`config.mk`:
```
export PLATFORM = sky130hd
export DESIGN_NAME = hazard_controller
export DESIGN_NICKNAME = d
export VERILOG_FILES = /design/src/rtl/pipeline_ctrl_pkg.sv /design/src/rtl/sat_counter.sv /design/src/rtl/hazard_controller.sv
export SDC_FILE = /design/constraint.sdc
export NUM_CORES = 1
export LEC_CHECK = 0
export ABC_AREA = 1
export CORE_UTILIZATION = 54
export CTS_BUF_LIST = sky130_fd_sc_hd__clkbuf_4 sky130_fd_sc_hd__clkbuf_8
export CTS_CLUSTER_SIZE = 40
export DETAILED_ROUTE_END_ITERATION = 8
export PLACE_DENSITY = 0.87
export SLEW_MARGIN = 20
export SYNTH_ARGS = -nofsm -noshare
export SYNTH_HDL_FRONTEND = slang
export SYNTH_SLANG_ARGS = --single-unit
```
`constraint.sdc`:
```
create_clock -name clk -period 3.35 [get_ports clk]
set_input_delay 0.335 -clock clk [delete_from_list [all_inputs] [get_ports clk]]
set_output_delay 0.335 -clock clk [all_outputs]
set_load 0.02 [all_outputs]
```
`src/rtl/pipeline_ctrl_pkg.sv`:
```
// pipeline_ctrl_pkg: shared FSM states and constants for pipeline control
package pipeline_ctrl_pkg;
    typedef enum logic [1:0] {
        RUN         = 2'd0,
        MEM_WAIT    = 2'd1,
        ERR_RECOVER = 2'd2
    } state_t;
    localparam logic [4:0] REG_ZERO = 5'd0;
    localparam int DEF_MEM_TIMEOUT = 64;
endpackage

```
`src/rtl/sat_counter.sv`:
```
// sat_counter: up-counter that sticks at all-ones instead of wrapping
module sat_counter #(
    parameter int W = 16
) (
    input  logic         clk,
    input  logic         reset,
    input  logic         inc,
    output logic [W-1:0] cnt
);
    logic [W-1:0] cnt_q, cnt_d;
    // next count, held once every bit is set
    always_comb cnt_d = (inc && !(&cnt_q)) ? cnt_q + 1'b1 : cnt_q;
    // count register
    always_ff @(posedge clk or posedge reset)
        if (reset) cnt_q <= '0;
        else cnt_q <= cnt_d;
    assign cnt = cnt_q;
endmodule

```
`src/rtl/hazard_controller.sv`:
```
// hazard_controller: stall/flush sequencer for the 5-stage pipeline
module hazard_controller
    import pipeline_ctrl_pkg::*;
#(
    parameter int CNT_W       = 16,
    parameter int MEM_TIMEOUT = DEF_MEM_TIMEOUT,
    parameter int TO_W        = 7
) (
    input  logic             clk,
    input  logic             reset,
    input  logic [4:0]       id_rs1,
    input  logic [4:0]       id_rs2,
    input  logic             id_uses_rs2,
    input  logic             idex_mem_read,
    input  logic [4:0]       idex_rd,
    input  logic             exmem_branch_taken,
    input  logic             exmem_mem_access,
    input  logic             dmem_ready,
    output logic             dmem_req,
    output logic             pc_en,
    output logic             ifid_en,
    output logic             idex_en,
    output logic             exmem_en,
    output logic             ifid_flush,
    output logic             idex_flush,
    output logic             exmem_flush,
    output logic             memwb_bubble,
    output logic [1:0]       state,
    output logic [CNT_W-1:0] stall_cnt,
    output logic [CNT_W-1:0] flush_cnt,
    output logic             mem_err
);
    state_t          state_q, state_d;
    logic [TO_W-1:0] wait_cnt_q, wait_cnt_d;
    logic            mem_err_q, mem_err_d;
    logic            load_use, flush_inc, stall_inc;
    // control outputs and next state; memory freeze outranks branch flush outranks load-use
    always_comb begin
        load_use = idex_mem_read && idex_rd != REG_ZERO &&
                   (idex_rd == id_rs1 || (id_uses_rs2 && idex_rd == id_rs2));
        state_d = state_q;
        wait_cnt_d = wait_cnt_q;
        mem_err_d = mem_err_q;
        dmem_req = 1'b0;
        pc_en = 1'b1;
        ifid_en = 1'b1;
        idex_en = 1'b1;
        exmem_en = 1'b1;
        ifid_flush = 1'b0;
        idex_flush = 1'b0;
        exmem_flush = 1'b0;
        memwb_bubble = 1'b0;
        flush_inc = 1'b0;
        case (state_q)
            RUN, MEM_WAIT: begin
                dmem_req = exmem_mem_access;
                if (!dmem_ready && (state_q == MEM_WAIT || exmem_mem_access)) begin
                    pc_en = 1'b0;
                    ifid_en = 1'b0;
                    idex_en = 1'b0;
                    exmem_en = 1'b0;
                    memwb_bubble = 1'b1;
                    if (state_q == RUN) begin
                        state_d = MEM_WAIT;
                        wait_cnt_d = TO_W'(1);
                    end else if (wait_cnt_q == TO_W'(MEM_TIMEOUT)) begin
                        state_d = ERR_RECOVER;
                        mem_err_d = 1'b1;
                        wait_cnt_d = '0;
                    end else begin
                        wait_cnt_d = wait_cnt_q + 1'b1;
                    end
                end else begin
                    state_d = RUN;
                    wait_cnt_d = '0;
                    if (exmem_branch_taken) begin
                        ifid_flush = 1'b1;
                        idex_flush = 1'b1;
                        exmem_flush = 1'b1;
                        flush_inc = 1'b1;
                    end else if (load_use) begin
                        pc_en = 1'b0;
                        ifid_en = 1'b0;
                        idex_flush = 1'b1;
                    end
                end
            end
            ERR_RECOVER: begin
                exmem_flush = 1'b1;
                memwb_bubble = 1'b1;
                state_d = RUN;
            end
            default: state_d = RUN;
        endcase
        if (reset) begin
            pc_en = 1'b0;
            ifid_en = 1'b0;
            idex_en = 1'b0;
            exmem_en = 1'b0;
            ifid_flush = 1'b0;
            idex_flush = 1'b0;
            exmem_flush = 1'b0;
            memwb_bubble = 1'b0;
            dmem_req = 1'b0;
            flush_inc = 1'b0;
        end
        stall_inc = !pc_en && !reset;
    end
    // state, wait counter and sticky error register
    always_ff @(posedge clk or posedge reset)
        if (reset) begin
            state_q <= RUN;
            wait_cnt_q <= '0;
            mem_err_q <= 1'b0;
        end else begin
            state_q <= state_d;
            wait_cnt_q <= wait_cnt_d;
            mem_err_q <= mem_err_d;
        end
    sat_counter #(.W(CNT_W)) u_stall_cnt (.clk(clk), .reset(reset), .inc(stall_inc), .cnt(stall_cnt));
    sat_counter #(.W(CNT_W)) u_flush_cnt (.clk(clk), .reset(reset), .inc(flush_inc), .cnt(flush_cnt));
    assign state = state_q;
    assign mem_err = mem_err_q;
endmodule

```
# ---- Word-level counts from Yosys, hierarchy flattened
# Cells that the tools add are included.
dict set report classes {
  n_bitwise 1
  addsub 3
  eq_ne 6
  n_mux 31
  n_reduce_logical 20
}
# op n
set op_table {}
lappend op_table {{$add A16 B1 Y16 const B} 2}
lappend op_table {{$reduce_and A16 Y1} 2}
lappend op_table {{$mux W1} 22}
lappend op_table {{$mux W7} 3}
lappend op_table {{$eq A5 B5 Y1} 2}
lappend op_table {{$mux W2} 4}
lappend op_table {{$add A7 B1 Y7 const B} 1}
lappend op_table {{$eq A7 B7 Y1 const B} 1}
lappend op_table {{$logic_and A1 B1 Y1} 7}
lappend op_table {{$logic_not A1 Y1} 5}
lappend op_table {{$reduce_bool A5 Y1} 1}
lappend op_table {{$ne A4 B4 Y1 const B} 1}
lappend op_table {{$pmux W1 S2} 2}
lappend op_table {{$reduce_and A4 Y1} 1}
lappend op_table {{$eq A2 B1 Y1 const B} 1}
lappend op_table {{$eq A2 B2 Y1 const B} 1}
lappend op_table {{$logic_not A2 Y1} 1}
lappend op_table {{$logic_or A1 B1 Y1} 2}
lappend op_table {{$reduce_or A2 Y1} 1}
lappend op_table {{$not A1 Y1} 1}
dict set report word_totals {
  in_bits 22
  register_bits 42
  wordCells 66
  output_inout_bits 44
}

# ---- Longest topological paths before layout
dict set report depth {
  depth_word 12
  ltp_mapped 12
}

# ---- By module
# A second synthesis with hierarchy kept.
dict set report hier_totals {
  cells_unflattened 459
  area_unflattened_um2 2957.8
}
# mod area_per_inst_um2 n_inst cells_each
set by_module_without_submodules {}
lappend by_module_without_submodules {{sat_counter (u_stall_cnt)} 1064.8 1 162}
lappend by_module_without_submodules {{sat_counter (u_flush_cnt)} 1063.5 1 163}
lappend by_module_without_submodules {hazard_controller 829.5 1 134}

# ---- Worst setup path after synthesis
# OpenSTA, ideal clock, no wires.
dict set report synth_timing {
  path_type {reg2out}
  from {register state_q[1], in the netlist state[1]}
  to {output pc_en}
  arrival_time_ns 1.831
  path_stages_with_launch 11
  required_ns 3.015
  slack_ns 1.184
  path_buffers 2
  path_cell_list {dfrtp_1 inv_2 nand2_2 nor2_4 nor2_4 nor2_1 inv_1 nand2_4 buf_6 nor2_1 buf_4}
}
dict set report synth_between {
  elab_chain_len 6
}
# item line_no
set synth_lines {}
lappend synth_lines {{start: declaration} hazard_controller.sv:33} ;# state_t state_q, state_d;
lappend synth_lines {{start signal: assignment} hazard_controller.sv:116} ;# state_q <= state_d;
lappend synth_lines {{$eq A2 B1 Y1} n/a}
lappend synth_lines {{$logic_or A1 B1 Y1} hazard_controller.sv:57} ;# if (!dmem_ready && (state_q == MEM_WAIT || exmem_mem_access)) begin
lappend synth_lines {{$logic_and A1 B1 Y1} hazard_controller.sv:57}
lappend synth_lines {{$mux W1} n/a}
lappend synth_lines {{$mux W1 * (2 in series)} n/a}
lappend synth_lines {{end: declaration} hazard_controller.sv:20} ;# output logic pc_en,
# Every way passes the cells marked *; elsewhere a longest branch is shown, timed or not.

# ---- Final worst setup path
dict set report layout_timing {
  from {register state_q[1], in the netlist state[1]}
  to {output ifid_en}
}
dict set report layout_between {
  elab_chain_len 6
}
# item line_no
set layout_lines {}
lappend layout_lines {{$eq A2 B1 Y1} {hazard_controller.sv:54, hazard_controller.sv:57}}
lappend layout_lines {{$logic_or A1 B1 Y1} hazard_controller.sv:57}
lappend layout_lines {{$logic_and A1 B1 Y1} hazard_controller.sv:57}
lappend layout_lines {{$mux W1} hazard_controller.sv:57}
lappend layout_lines {{$mux W1 *} hazard_controller.sv:54} ;# case (state_q)
lappend layout_lines {{$mux W1 *} hazard_controller.sv:95} ;# if (reset) begin
lappend layout_lines {{end: declaration} hazard_controller.sv:21} ;# output logic ifid_en,
# Marked as above.

==> run_results.csv <==
group,metric,value,unit
grt,grt_pass1_vias,2327,
timing,finalCriticalPeriod,2.68,ns
setup_path,crit_end,"ifid_en",
cts,postCtsSetupRepairBufs,0,
route,drt_first_pass_iters,4,
layout,final_common_cell,"nand2_1",
timing,tns,0,ns
logic_synthesis,synth_area_leaders,"dfrtp_1, nand2_1, xor2_1, inv_1, nand4_1",
grt,grt_pass1_wl,10300,um
timing,report.final.hold_viol_count,0,
placement,port_buffers,65,
placement,place.gp.congestion,0.892,
power_and_ir_drop,p_leak,1.64,nW
cts,clk_path_buf_depth,2,
setup_path,crit_chain,"inv_2 -> nand2_2 -> nor2_4 -> nor2_4 -> nor2_1 -> inv_1 -> nand2_4 -> nor2_1 -> clkdlybuf4s50_1",
timing,worstMarginPinSlew,0.544,ns
grt,grt_max_degree,26,
cts,clock_latency,0.29,ns
timing,setup_viol,0,
floorplan,rows,25,
grt,grtUsageTotal,0.257,
timing,relSlewSlack,0.637,
logic_synthesis,syn_area_per_cell,7.74,um^2
logic_synthesis,yosysSeqAreaShare,0.398,
cts,cts-hold-fix-buffers,0,
floorplan,dieWidth,71.9,um
timing,timing.fmax,374,MHz
setup_path,worstSetupEndpointType,"primary output",
power_and_ir_drop,p_int,0.000992,W
logic_synthesis,yosysUniqueCellTypes,33,
cts,cts_resized,0,
power_and_ir_drop,p_per_area,430,nW/um^2
setup_path,crit_family,"buffers and inverters",
logic_synthesis,ys_seq_elements,42,
floorplan,initial_core_util,0.559,
logic_synthesis,synth_cells,341,
route,avgViaCountPerCell,5.16,
setup_path,r2r_setup_slack,1.16,ns
setup_path,crit_type,"reg2out",
layout,diodes,0,
min_path,hold_path_class,"reg2reg",
cts,tritoncts,"built",
setup_path,rr_startpoint,"state[1]$_DFFE_PP0P_",
setup_path,crit_start,"state[1]$_DFFE_PP0P_",
logic_synthesis,syn_area,2640,um^2
grt,grt.overflow.total,0,
power_and_ir_drop,p_sw_frac,0.327,
timing,slew_viol_final,0,
setup_path,arrival,2.34,ns
layout,layout-drive-gt1-share,0.0662,
layout,fillers,367,
power_and_ir_drop,seqPwrFrac,0.433,
layout,area_growth,29.7,%
setup_path,crit_cells,9,
setup_path,crit_required,3.01,ns
power_and_ir_drop,switching_power,0.000482,W
placement,dp_hpwl,4460,um
setup_path,path_buf_inv,3,
floorplan,die_h,71.9,um
power_and_ir_drop,p_total,0.00147,W
route,routed_wl,6220,um
logic_synthesis,synth_top_area_frac,0.398,
route,wl_per_cell,13.1,um
power_and_ir_drop,peakVddDrop,0.497,mV
timing,skew,0.00430,ns
logic_synthesis,yosysTopAreaCell,"dfrtp_1",
setup_path,slowest_stage,"clkdlybuf4s50_1",
power_and_ir_drop,comb_power_share,0.288,
route,ant_nets,0,
grt,antenna_found_initial,0,
cts,cts_buffers,5,
outcome,status,"completed",
floorplan,core-area,4720,um^2
timing,period_share,0.799,
route,vias,2450,
timing,hold-worst-slack,0.478,ns
job,maxCapViolCount,0,
cts,h-tree-depth,2,
cts,cts_root_buffer,"clkbuf_8",
route,initialDrtViolationCount,162,
logic_synthesis,synthesis.nets,367,
cts,clock-sinks,42,
logic_synthesis,yosysWarnings,0,
floorplan,ios,66,
floorplan,die_area,5170,um^2
power_and_ir_drop,clkPwrFrac,0.279,
route,drc,0,
setup_path,startpoint_type,"flip-flop",
layout,final_cell_mix,"nand2_1, clkdlybuf4s50_1, dfrtp_1, inv_1, nor2_1",
setup_path,r2r_end,"u_flush_cnt.cnt[14]$_DFFE_PP0P_",
layout,nets,434,
setup_path,critPathMaxStageDelay,0.62,ns
timing,rsz0062_at_grt,"false",
cts,clk_pin_slew_worst_paths,0.08,ns
setup_path,critPathMaxFanout,19,
setup_path,reg2reg_depth,10,
## cells in the mapped netlist, drive strengths merged
| master | n |
|---|---|
| a21boi | 1 |
| a21oi | 3 |
| buf | 6 |
| clkbuf | 1 |
| clkinv | 2 |
| dfrtp | 42 |
| ha | 4 |
| inv | 41 |
| nand2 | 105 |
| nand3 | 22 |
| nand3b | 1 |
| nand4 | 21 |
| nor2 | 39 |
| nor3 | 9 |
| nor3b | 1 |
| nor4 | 2 |
| o21ai | 3 |
| o22ai | 6 |
| or2 | 1 |
| xnor2 | 10 |
| xor2 | 21 |
## power by group through the flow
stage / Sequential [W] / Clock [W] / Combinational, W
floorplan: 0.000692 / 0 / 0.000184
CTS: 0.000637 / 0.000418 / 0.000426
global placement: 0.000641 / 0 / 0.000410
finish: 0.000639 / 0.000411 / 0.000424
global route: 0.000647 / 0.000438 / 0.000466
detailed placement: 0.000646 / 0 / 0.000423
## worst min-delay path by stage
stage                        startpoint                  end  slack (ns)  cells after the start
floorplan                         reset  mem_err$_DFFE_PP0P_        0.44                      2
global placement    mem_err$_DFFE_PP0P_  mem_err$_DFFE_PP0P_        0.45                      1
detailed placement  mem_err$_DFFE_PP0P_  mem_err$_DFFE_PP0P_        0.48                      1
CTS                 mem_err$_DFFE_PP0P_  mem_err$_DFFE_PP0P_        0.49                      1
global route        mem_err$_DFFE_PP0P_  mem_err$_DFFE_PP0P_        0.50                      1
finish              mem_err$_DFFE_PP0P_  mem_err$_DFFE_PP0P_        0.48                      1
## layer usage
layer  part of all wire  track usage  vias up
li1                   -            -     1217
met1               0.44        0.319     1156
met2               0.50        0.452       69
met3              0.045       0.0500        8
met4              0.010       0.0850        0
met5                  0            0        -
## registers in the layout, summed over array words and instances, names as in the netlist
signal           count
state                2
u_flush_cnt.cnt     16
wait_cnt_q           7
mem_err              1
u_stall_cnt.cnt     16
## cells by family (layout without fill, tap and decap cells)
| logic type | count (synthesis) | after routing | share of synthesized area |
|---|---|---|---|
| flops | 42 | 42 | 0.398 |
| xor+xnor | 31 | 31 | 0.103 |
| buf+inv | 50 | 117 | 0.0910 |
| compound gates | 13 | 13 | 0.0284 |
| simple gates | 201 | 201 | 0.360 |
| fa+ha+maj | 4 | 4 | 0.0190 |
## final cells by class
class	instances	area, um^2	area share
tap	67	83.8	0.0245
clock inverter	1	30.0	0.00877
timing repair buffer	67	666	0.194
inverter	43	163	0.0475
clock buffer	6	82.6	0.0241
multi-input combinational	249	1350	0.394
sequential	42	1050	0.307
## metrics by stage
step / area (um^2) / utilization / setup slack (ns) / cells
final: 3420 / 0.725 / 0.674 / 475
after detailed placement: 3310 / 0.701 / 0.729 / 468
after CTS: 3420 / 0.725 / 0.683 / 475
after floorplan: 2640 / - / 1.18 / 341
after global routing: 3420 / 0.725 / 0.503 / 475
after global placement: 3310 / 0.701 / 0.778 / 468
Note: power is estimated with default switching activity, not from simulation.
==> patch 1, RTL diff (same flow settings) <==
Set the package constant `REG_ZERO` to 5'd1 (it was 5'd0).
--- a/src/rtl/pipeline_ctrl_pkg.sv
+++ b/src/rtl/pipeline_ctrl_pkg.sv
@@ -5,7 +5,7 @@
         MEM_WAIT    = 2'd1,
         ERR_RECOVER = 2'd2
     } state_t;
-    localparam logic [4:0] REG_ZERO = 5'd0;
+    localparam logic [4:0] REG_ZERO = 5'd1;
     localparam int DEF_MEM_TIMEOUT = 64;
 endpackage
 
Check against the original RTL: not equivalent (a bounded check fails within 4 cycles, from zero or initial values and one cycle with reset high).
==> patch 1 against the original RTL <==
Via count grew 1.1%. Routed wire length down 1.5%. Worst setup slack improved by 0.068 ns. Power about the same. Critical path type unchanged. Synthesized area about the same. Register-to-register slack improved by 0.14 ns. Sequential share of layout area decreased by 0.13 points. Largest cell class unchanged. Sequential cell count unchanged. Design area up 0.44%. Die area hardly changed.
==> patch 1: results (changes against the original RTL) <==
H-tree depth 2 (unchanged); worst-case reg-to-reg path depth 9 (-1); clk_skew 0.00994 ns (+0.00564 ns); main area contributors after synthesis dfrtp_1 40%, nand2_1 14%, xor2_1 7.0%, inv_1 6.1%, nand4_1 5.7%; critical path's largest stage delay 0.54 ns (-0.08 ns); gr usage total 24.7% (-1.0 points); WL per Instance 12.8 µm (-1.9%); maximum clock path buffer count 2 (unchanged); outcome finished clean; cts bufs inserted 5 (unchanged); Post-synth ARST share 100% (unchanged); Commonest cells post-synth 96 x nand2_1, 43 x inv_1, 42 x dfrtp_1, 33 x nor2_1, 24 x nand4_1; vias in the first global route 2377 (+2.1%); RR Endpoint u_stall_cnt.cnt[0]; count of cell types in the netlist 29 (-12%); clock transition at the registers of the reported paths 0.07 ns; initial DRC count 156 (-3.7%); layout cells sized above 1 6.83% (+0.21 points); Synth Net Count 369 (+0.54%); Skew-Pair Late Insertion Delay 0.30 ns; CP max stage cell clkdlybuf4s50_1; number of fill cells 353 (-3.8%); Yosys Warn Count 0 (unchanged); nets 435 (+0.23%); Fin. Hold Viols 0 (unchanged); GP Congestion 0.852 (-4.4%); critical path fanouts, max 19 (unchanged); Reg2Reg Launch Point u_stall_cnt.cnt[0]; initial antenna violation count 0 (unchanged); # diodes 0 (unchanged); Compound-Gate Fraction of Synth Area 3.32% (+0.48 points); mux share of post-synthesis cell area 0% (unchanged); Post-DP HPWL 4.45 mm (-0.20%); largest net degree at the start of global routing 39 (+50%); post-synthesis xor/xnor area fraction 11.3% (+1.0 points); R2R setup slack 1.30 ns (+0.14 ns); register area share after synthesis 39.9% (about the same); Leak 1.65 nW (+0.71%); # port buffers 65 (unchanged); Crit. Startpoint state[1]; vias 2478 (+1.1%); hold path depth 1 (unchanged); worst vdd rail ir drop 0.468 mV (-5.9%); post-CTS setup buffers 0 (unchanged); Slew headroom 52.7% (-11 points); TritonRoute pass-1 iters 4 (unchanged); Arr. time, crit path 2.27 ns (-0.07 ns); Synth Area in Adders 1.90% (about the same); first-pass GRT wire length 10.1 mm (-1.9%); CTS-repair resized insts 0 (unchanged); clk root buf clkbuf_8
[patch 1: cell types whose count changed after synthesis, sizes merged, moves of 2 or more]
cell / delta
inv: +5
nand2: -5
nand4: +4
nand3: -3
xnor2: +3
nor4: -2
[patch 1: critical path, delay by kind of cell, from the launching register on]
kind	cells	cell delay [ns]
flip-flops	1	0.46
AND/OR/NAND/NOR	6	0.69
buffers and inverters	3	0.82
[patch 1: cells by family after synthesis]
family / Yosys count
adder cells (fa/ha/maj): 4
flip-flops: 42
AND/OR/NAND/NOR: 194
XOR/XNOR: 34
buffers and inverters: 54
AO/OA/AOI/OAI: 15
[patch 1: cell type report]
| cell class | count | share of cell area (%) |
|---|---|---|
| Multi-Input combinational cell | 247 | 39.4 |
| Sequential cell | 42 | 30.6 |
| Timing Repair Buffer | 66 | 19.1 |
| Inverter | 47 | 5.13 |
| Clock buffer | 7 | 2.44 |
| Tap cell | 67 | 2.44 |
| Clock inverter | 1 | 0.873 |
[patch 1: worst max path at each step]
stage | slack [ns] | depth (start not counted) | end
4_1_cts | 0.72 | 9 | pc_en
6_report | 0.74 | 9 | pc_en
5_1_grt | 0.57 | 11 | pc_en
3_5_place_dp | 0.73 | 10 | pc_en
3_3_place_gp | 0.79 | 10 | pc_en
2_1_floorplan | 1.05 | 4 | u_stall_cnt.cnt[15]
[patch 1: metal layers]
metal,GRT usage (%),vias up,routed length [µm]
met2,41.8,93,2900
li1,-,1221,-
met3,5.20,8,472
met5,0,-,0
met1,31.2,1156,2690
met4,8.93,0,68
[patch 1: metrics by stage]
stage	utilization (%)	worst slack, ns	hold WS (ns)	cell area [µm²]	instances
4_1_cts	72.8	0.719	0.486	3440	477
5_1_grt	72.8	0.567	0.505	3440	477
2_1_floorplan	-	1.05	0.495	2640	343
3_3_place_gp	70.4	0.789	0.455	3320	469
3_5_place_dp	70.4	0.729	0.468	3320	469
6_report	72.8	0.742	0.477	3440	477
[patch 1: where the power goes]
part / internal [mW] / switching, mW
registers: 0.561 / 0.0773
logic: 0.194 / 0.232
clock network: 0.239 / 0.170
==> patch 2, RTL diff (same flow settings) <==
Made on the original files. Make the reset (`reset`) synchronous in 2 clocked blocks.
--- a/src/rtl/sat_counter.sv
+++ b/src/rtl/sat_counter.sv
@@ -11,7 +11,7 @@
     // next count, held once every bit is set
     always_comb cnt_d = (inc && !(&cnt_q)) ? cnt_q + 1'b1 : cnt_q;
     // count register
-    always_ff @(posedge clk or posedge reset)
+    always_ff @(posedge clk)
         if (reset) cnt_q <= '0;
         else cnt_q <= cnt_d;
     assign cnt = cnt_q;
--- a/src/rtl/hazard_controller.sv
+++ b/src/rtl/hazard_controller.sv
@@ -107,7 +107,7 @@
         stall_inc = !pc_en && !reset;
     end
     // state, wait counter and sticky error register
-    always_ff @(posedge clk or posedge reset)
+    always_ff @(posedge clk)
         if (reset) begin
             state_q <= RUN;
             wait_cnt_q <= '0;
Function: differs if reset is asserted again (counterexample within 4 cycles, from zero or initial values and one cycle with reset high); with reset held inactive, the same outputs for 10 cycles.
==> patch 2 against the original RTL <==
The run now ends with DRC left. Routed wire length is 5.8% higher. Synthesized area down 3.3%. Via count is 14% higher. Core utilization grew 2.5 points. Worst setup slack lost 0.17 ns. Maximum frequency is 5.9% lower. Clock skew fell by 0.0010 ns. Sequential cell count did not move. Design area decreased by 2.6%. Largest cell class unchanged.
Power is not compared: it rests on default switching activity, and its combinational part moved more than twofold at a synthesized area within 25%.
==> patch 2: results (changes against the original RTL) <==
vias 2785 (+14%); post-synthesis xor/xnor area fraction 4.81% (-5.5 points); Most used DFF post-synth dfxtp_1; Mapped Avg Cell Area 6.46 µm² (-17%); failing checks DRC; critical path fanouts, max 13 (-6); Tightest Pin Transition 0.795 ns (+0.251 ns); main area contributors after synthesis dfxtp_1 33%, nand2_1 14%, inv_1 7.9%, nor2_1 6.9%, a21oi_1 5.3%; first-pass GRT wire length 11.0 mm (+6.9%); Synth Area in Adders 1.96% (+0.065 points); Commonest cells post-synth 94 x nand2_1, 54 x inv_1, 47 x nor2_1, 42 x dfxtp_1, 27 x a21oi_1; number of fill cells 364 (-0.82%); placed cells 502 (+7.3%); placed inst area 0.00322 mm² (-2.8%); Synth Net Count 421 (+15%); WL per Instance 12.9 µm (-1.5%); vias in the first global route 2505 (+7.6%); register area share after synthesis 33.0% (-6.9 points); layout cells sized above 1 4.80% (-1.8 points); critical path's largest stage delay 0.55 ns (-0.07 ns); gr usage total 27.3% (+1.6 points); initial DRC count 175 (+8.0%); outcome finished, violations left; Post-Layout Cell Count 510 (+7.4%); GP Congestion 0.904 (+1.3%); DRC Markers 10 (+10); Post-DP HPWL 4.72 mm (+5.8%); clk_skew 0.00327 ns (-0.00103 ns); TritonRoute pass-1 iters 8 (+4)
-- patch 2: cell type report --
type	instances	area (µm²)	area share, %
flip-flops and latches	42	841	25.2
well taps	52	65.1	1.95
inverters	57	214	6.42
multi-input cells	283	1430	42.8
clock inverters	2	37.5	1.13
clock buffers	6	76.3	2.29
repair buffers	68	673	20.2
-- patch 2: path summary, 6_finish.rpt --
| path | cells past startpoint | slack, ns | start | to |
|---|---|---|---|---|
| max | 9 | 0.51 | state[1] | ifid_en |
| min | 2 | 0.49 | u_flush_cnt.cnt[1] | u_flush_cnt.cnt[1] |
| max reg2reg | 9 | 1.12 | state[1] | u_flush_cnt.cnt[8] |
| min reg2reg | 2 | 0.49 | u_flush_cnt.cnt[1] | u_flush_cnt.cnt[1] |
-- patch 2: routing by layer --
metal,vias to the layer above,part of all wire (%),global-route usage (%)
li1,1410,-,-
met1,1254,44,33.1
met2,113,47,48.3
met3,8,7.1,4.56
met4,0,1.4,10.4
met5,-,0,0
